$ cat src/rtl/phase_sequencer_if.sv
// phase_sequencer_if
// Groups the run-control, instruction/memory handshake and phase-strobe
// signals of the phase sequencer into one bundle.
//
//   master : run control / memory side (drives run, restart, instr,
//            mem_ready, mul_done; observes the strobes and status)
//   slave  : the sequencer itself
//
// Signals:
//   run, restart        run/idle level and HALT-exit pulse
//   instr[15:0]         current instruction word
//   mem_ready, mul_done E2 wait-state terminators
//   fe, e1, e2          decoder phase strobes
//   busy, halted        status
//   state[2:0]          IDLE=0 FETCH=1 E1=2 E2=3 HALT=4
//   instr_count         retired-instruction counter
interface phase_sequencer_if #(
  parameter int CNT_W = 16
);
  logic             run;
  logic             restart;
  logic [15:0]      instr;
  logic             mem_ready;
  logic             mul_done;
  logic             fe;
  logic             e1;
  logic             e2;
  logic             busy;
  logic             halted;
  logic [2:0]       state;
  logic [CNT_W-1:0] instr_count;

  modport master (
    output run, restart, instr, mem_ready, mul_done,
    input  fe, e1, e2, busy, halted, state, instr_count
  );

  modport slave (
    input  run, restart, instr, mem_ready, mul_done,
    output fe, e1, e2, busy, halted, state, instr_count
  );
endinterface

$ cat src/rtl/phase_sequencer.sv
// phase_sequencer
// Generates the decoder phase strobes fe/e1/e2 by stepping each instruction
// through FETCH -> E1 -> (optional) E2, with HALT on STP, run/idle control,
// data-memory wait states and a wrapping retired-instruction counter.
//
// Ports:
//   clk    system clock, rising edge
//   rst_n  asynchronous active-low reset
//   bus    phase_sequencer_if.slave (run, restart, instr, mem_ready,
//          mul_done in; fe, e1, e2, busy, halted, state, instr_count out)
//
// Build option:
//   SEQ_MUL_WAIT_EN  when defined, MLR (opcode 00111) uses E2 and waits for
//                    mul_done; otherwise MLR is single-execute and mul_done
//                    is ignored.
module phase_sequencer #(
  parameter int CNT_W = 16
) (
  input logic             clk,
  input logic             rst_n,
  phase_sequencer_if.slave bus
);

  typedef enum logic [2:0] {
    ST_IDLE  = 3'd0,
    ST_FETCH = 3'd1,
    ST_E1    = 3'd2,
    ST_E2    = 3'd3,
    ST_HALT  = 3'd4
  } state_t;

  state_t           state_reg, state_next;
  logic [CNT_W-1:0] count_reg, count_next;
  logic             retire;

  // Opcode classification
  logic [4:0] opcode;
  logic       is_stp;
  logic       is_ldr;
  logic       is_lda;
  logic       needs_e2;  // instruction takes an E2 phase
  logic       wait_e2;   // E2 must be repeated this cycle

  assign opcode = bus.instr[15:11];
  assign is_stp = (opcode == 5'b00000);
  assign is_ldr = (opcode == 5'b01110);
  assign is_lda = (opcode[4:2] == 3'b110);

`ifdef SEQ_MUL_WAIT_EN
  logic is_mlr;
  assign is_mlr   = (opcode == 5'b00111);
  assign needs_e2 = is_lda | is_ldr | is_mlr;
  // instr stays valid through E2, so the wait source is re-derived from it
  assign wait_e2  = is_mlr ? ~bus.mul_done : ~bus.mem_ready;
`else
  assign needs_e2 = is_lda | is_ldr;
  assign wait_e2  = ~bus.mem_ready;
  logic unused_mul_done;
  assign unused_mul_done = bus.mul_done;
`endif

  // Operand field is of no interest to the sequencer
  logic unused_operand;
  assign unused_operand = ^bus.instr[10:0];

  always_ff @(posedge clk or negedge rst_n) begin
    if (!rst_n) begin
      state_reg <= ST_IDLE;
      count_reg <= '0;
    end else begin
      state_reg <= state_next;
      count_reg <= count_next;
    end
  end

  always_comb begin
    state_next = state_reg;
    retire     = 1'b0;
    case (state_reg)
      ST_IDLE: begin
        if (bus.run) state_next = ST_FETCH;
      end
      ST_FETCH: begin
        state_next = ST_E1;
      end
      ST_E1: begin
        if (is_stp) begin
          state_next = ST_HALT;
          retire     = 1'b1;
        end else if (needs_e2) begin
          state_next = ST_E2;
        end else begin
          state_next = bus.run ? ST_FETCH : ST_IDLE;
          retire     = 1'b1;
        end
      end
      ST_E2: begin
        if (!wait_e2) begin
          state_next = bus.run ? ST_FETCH : ST_IDLE;
          retire     = 1'b1;
        end
      end
      ST_HALT: begin
        // run is deliberately ignored: HALT always resumes via IDLE
        if (bus.restart) state_next = ST_IDLE;
      end
      default: begin
        state_next = ST_IDLE;
      end
    endcase
  end

  // Counter wraps naturally at all-ones
  always_comb begin
    count_next = count_reg;
    if (retire) count_next = count_reg + CNT_W'(1);
  end

  // Outputs decode from registered state only
  assign bus.fe          = (state_reg == ST_FETCH);
  assign bus.e1          = (state_reg == ST_E1);
  assign bus.e2          = (state_reg == ST_E2);
  assign bus.busy        = (state_reg == ST_FETCH) || (state_reg == ST_E1) ||
                           (state_reg == ST_E2);
  assign bus.halted      = (state_reg == ST_HALT);
  assign bus.state       = state_reg;
  assign bus.instr_count = count_reg;

endmodule

$ cat src/flat_wrapper.sv
// flat-port wrapper written by rule: the top's interface ports become plain ports
module phase_sequencer_flat 
#(
  parameter int CNT_W = 16
)
  (clk, rst_n, bus_run, bus_restart, bus_instr, bus_mem_ready, bus_mul_done, bus_fe, bus_e1, bus_e2, bus_busy, bus_halted, bus_state, bus_instr_count);
  phase_sequencer_if #(.CNT_W(CNT_W)) bus_i ();
  input logic clk;
  input logic rst_n;
  input wire logic [$bits(bus_i.run)-1:0] bus_run;
  input wire logic [$bits(bus_i.restart)-1:0] bus_restart;
  input wire logic [$bits(bus_i.instr)-1:0] bus_instr;
  input wire logic [$bits(bus_i.mem_ready)-1:0] bus_mem_ready;
  input wire logic [$bits(bus_i.mul_done)-1:0] bus_mul_done;
  output wire logic [$bits(bus_i.fe)-1:0] bus_fe;
  output wire logic [$bits(bus_i.e1)-1:0] bus_e1;
  output wire logic [$bits(bus_i.e2)-1:0] bus_e2;
  output wire logic [$bits(bus_i.busy)-1:0] bus_busy;
  output wire logic [$bits(bus_i.halted)-1:0] bus_halted;
  output wire logic [$bits(bus_i.state)-1:0] bus_state;
  output wire logic [$bits(bus_i.instr_count)-1:0] bus_instr_count;
  assign bus_i.run = bus_run;
  assign bus_i.restart = bus_restart;
  assign bus_i.instr = bus_instr;
  assign bus_i.mem_ready = bus_mem_ready;
  assign bus_i.mul_done = bus_mul_done;
  assign bus_fe = bus_i.fe;
  assign bus_e1 = bus_i.e1;
  assign bus_e2 = bus_i.e2;
  assign bus_busy = bus_i.busy;
  assign bus_halted = bus_i.halted;
  assign bus_state = bus_i.state;
  assign bus_instr_count = bus_i.instr_count;
  phase_sequencer #(.CNT_W(CNT_W)) u_core (.clk(clk), .rst_n(rst_n), .bus(bus_i));
endmodule
$ cat config.mk
export PLATFORM = sky130hd
export DESIGN_NAME = phase_sequencer_flat
export DESIGN_NICKNAME = d
export VERILOG_FILES = /design/src/rtl/phase_sequencer_if.sv /design/src/rtl/phase_sequencer.sv /design/src/flat_wrapper.sv
export SDC_FILE = /design/constraint.sdc
export NUM_CORES = 1
export LEC_CHECK = 0
export CAP_MARGIN = 20
export CORE_MARGIN = 5
export CORE_UTILIZATION = 41
export CTS_CLUSTER_SIZE = 12
export DETAILED_ROUTE_END_ITERATION = 10
export PLACE_DENSITY = 0.79
export SLEW_MARGIN = 20
export SYNTH_ARGS = -nofsm -noshare
export SYNTH_HDL_FRONTEND = slang
export SYNTH_SLANG_ARGS = --single-unit
$ cat constraint.sdc
create_clock -name clk -period 1.9 [get_ports clk]
set_input_delay 0.57 -clock clk [delete_from_list [all_inputs] [get_ports clk]]
set_output_delay 0.57 -clock clk [all_outputs]
set_load 0.03 [all_outputs]
==> results by group <==
Run status
  – Outcome: completed

STA
  – Final setup fails: 0
  – Worst setup skew after layout: 6.67 ps
  – Post-layout worst setup margin: 57.4 ps
  – Slew HR: 0.768
  – Count of endpoints failing hold in the final timing report: 0
  – Final Cycle Share: 0.970
  – Final period demand of the worst path: about 1800 ps
  – Achievable frequency: 0.543 GHz
  – Setup_tns: 0 ps
  – Final Max Slew Viols: 0
  – Setup repair after global routing missed its margin: no
  – Worst-Margin Slew: roughly 350 ps

Drt
  – Routed via count: 920
  – Number of detailed-routing iterations run before antenna repair: 4
  – Number of design-rule violations left by the first detailed-router iteration: 17
  – Routed Antenna Nets: 0
  – DR DRC count: 0
  – Vias per inst: 5.29
  – Average wire per standard cell: between 10 and 15 µm
  – Routed wire length: about 2400 µm

Finish
  – NumNets Final: 168
  – Post-layout utilization of the core: 0.627
  – Area overhead of the layout relative to synthesis: 48.4%
  – Commonest cells after routing, fill and taps aside: 19 x sky130_fd_sc_hd__dlygate4sd2_1, 18 x sky130_fd_sc_hd__dfrtp_1, 15 x sky130_fd_sc_hd__xnor2_1, 15 x sky130_fd_sc_hd__buf_4, 9 x sky130_fd_sc_hd__nand4_1
  – Layout cells sized above 1: 0.264
  – Antenna Diode Count: 0
  – Most common cell after layout, fill and taps aside: sky130_fd_sc_hd__dlygate4sd2_1
  – Largest register FFs: 16
  – Final standard cell area without fillers: ~1500 µm²
  – Filler cell count: 240

Clocking
  – Clock network latency to the later pin of the worst-skew pair: 300 ps
  – CTS tree: yes
  – Clock edge transition at the registers on the reported setup and hold paths: between 100 and 150 ps
  – Clk buf depth: 2
  – Number of levels the H-tree was split into: 1
  – Number of buffers inserted during clock tree synthesis: 3
  – Clk Tree Root Cell: sky130_fd_sc_hd__clkbuf_4
  – Num Clock Sinks: 19
  – Count of hold buffers inserted by post-cts repair: 0

Critical path
  – Cells along the critical path: buf_6 > nor2_2 > and2_4 > buf_6
  – CP dominant cell by count: sky130_fd_sc_hd__buf_6
  – Kind of launch point of the worst setup path: register
  – Sort of element at the end of the critical path: output pin
  – Required time of the critical path: 1330 ps
  – Reg-to-reg critical path startpoint: u_core.bus.state[0]
  – Delay of the slowest critical-path stage: 400 ps
  – Arrival time worst endpoint: roughly 1300 ps
  – Worst flop-to-flop path endpoint: u_core.bus.instr_count[1]
  – Slack of the worst reg-to-reg path: 330 ps
  – Slowest stage cell on the critical path: sky130_fd_sc_hd__dfrtp_1
  – FF-to-FF path depth: 6
  – Max FO, Critical Path: 11
  – Setup Crit Path Kind: register to output pin

Power and ir drop
  – Switch Pwr: between 700 and 800 µW
  – Worst IR Drop VDD: 1030 µV
  – Combinational fraction of design power: 0.564
  – Leak: 0.000769 µW
  – Sequential cell fraction of total power: 0.320
  – Switching portion of total power: 0.441
  – Clock power frac: 0.115
  – P per Cell Area: between 1000 and 1500 nW/µm²
  – Power Internal: between 1000 and 1500 µW

Placement
  – Standard cell area after detailed placement: approximately 1400 µm²
  – Final HPWL from detailed placement: roughly 1800 µm
  – Placer congestion estimate: a little over 0.8
  – Count of input and output buffers: 33
  – Worst setup slack before clock tree synthesis: -307 ps

Die
  – I/O pins: 46
  – # rows: 18
  – Die H: between 60 and 70 µm
  – Full die area: between 3000 and 4000 µm²
  – Core box area: 2430 µm²
  – Effective utilization at floorplan: 0.422
  – Horizontal die dimension: 60.1 µm

Flow run
  – Max_cap viols: 0

Yosys
  – Number of warnings reported in the yosys synthesis log: 0
  – Count of different cell masters after synthesis: 28
  – Count of mapped cells out of synthesis: 95
  – Post-Syn Area per Cell: about 11 µm²
  – Sequential share of the synthesized area: 0.463
  – Flop and latch count out of synthesis: 19
  – Post-synthesis instance area: between 1000 and 1500 µm²
  – Syn nets: 118

Hold path
  – Path category of the worst min-delay check: register to register
  – Worst hold start: u_core.bus.instr_count[15]
  – Endpoint of the worst hold-timing path: u_core.bus.instr_count[15]
  – Hold Path Stages: 1

Global route
  – Global-route usage over all layers: 0.148
  – Number of antenna violations at the first check in global routing: 0
  – Vias in the first global route: approximately 950
  – Maximum number of pins on one net before global-route repair: 15
  – Remaining Overflow, GRT: 0
  – Wire length of the first global-routing pass: roughly 4000 µm
[through the flow]
stage,hold slack (ps),power [µW],std cells
final,473,1800,174
after global routing,506,1920,174
after CTS,482,1710,170
after detailed placement,466,1530,165
after global placement,461,1510,165
after floorplan,274,1180,95
[metal layers]
| metal | wire (µm) | up-vias | global-route usage |
|---|---|---|---|
| li1 | - | 435 | - |
| met1 | 1020 | 441 | 0.188 |
| met2 | 1220 | 36 | 0.247 |
| met3 | 156 | 8 | 0.0367 |
| met4 | 48 | 0 | 0.0475 |
| met5 | 0 | - | 0 |
[kinds of logic after synthesis]
group | share of synthesized area
buffers and inverters | 0.0378
XOR/XNOR | 0.128
AND/OR/NAND/NOR | 0.278
adder cells (fa/ha/maj) | 0.0122
AO/OA/AOI/OAI | 0.0706
multiplexers | 0.0110
flip-flops | 0.463
[Yosys cell counts (all sizes together)]
cell / instances / area [µm²]
a211o: 1 / 8.76
or4: 1 / 7.51
o311ai: 1 / 26.3
o21ai: 1 / 5.00
xnor2: 15 / 131
buf: 3 / 27.5
nand2b: 1 / 6.26
nand2: 5 / 21.3
nand3: 6 / 30.0
nor3b: 1 / 7.51
or2: 2 / 12.5
mux2: 1 / 11.3
nor2b: 3 / 18.8
dfrtp: 19 / 475
and3: 6 / 37.5
a32oi: 1 / 8.76
nor4: 1 / 21.3
nand4: 9 / 56.3
and4: 1 / 8.76
ha: 1 / 12.5
and4bb: 1 / 16.3
inv: 3 / 11.3
a22o: 1 / 8.76
and2: 3 / 18.8
a211oi: 2 / 15.0
nor2: 6 / 22.5
[worst max-delay path by stage]
stage                                end  slack (ps)  cells after the start                 from
2_1_floorplan                     bus_e2          50                      3  u_core.bus.state[2]
3_3_place_gp   u_core.bus.instr_count[5]        -280                      6        bus_instr[15]
3_5_place_dp   u_core.bus.instr_count[7]        -310                      6        bus_instr[15]
4_1_cts                       bus_halted          20                      4  u_core.bus.state[0]
5_1_grt                           bus_e2           3                      4  u_core.bus.state[2]
6_report                      bus_halted          60                      4  u_core.bus.state[0]
[worst max-delay path, delay by kind of cell (launching register included)]
family	cells	cell delay [ps]
flops	1	400
buf+inv	2	270
simple gates	2	290
[layout make-up]
class,instances,area [µm²],area share
multi-input cells,70,541,0.355
clock inverters,1,5.00,0.00328
well taps,30,37.5,0.0246
flip-flops and latches,19,477,0.313
repair buffers,48,430,0.282
inverters,3,11.3,0.00739
clock buffers,3,22.5,0.0148
[power by group through the flow]
stage          sequential [µW]  combinational, µW  clock (µW)
3_3_place_gp               584                927           0
5_1_grt                    594               1090         229
2_1_floorplan              731                448           0
6_report                   576               1020         208
4_1_cts                    584                914         212
3_5_place_dp               586                940           0
[timing repair]
item,in CTS,in global routing
resized for setup,25,9
setup buffers,1,3
setup endpoints to repair,22,15
gates cloned,0,1
pin swaps,0,2
(Power assumes the default switching activity.)
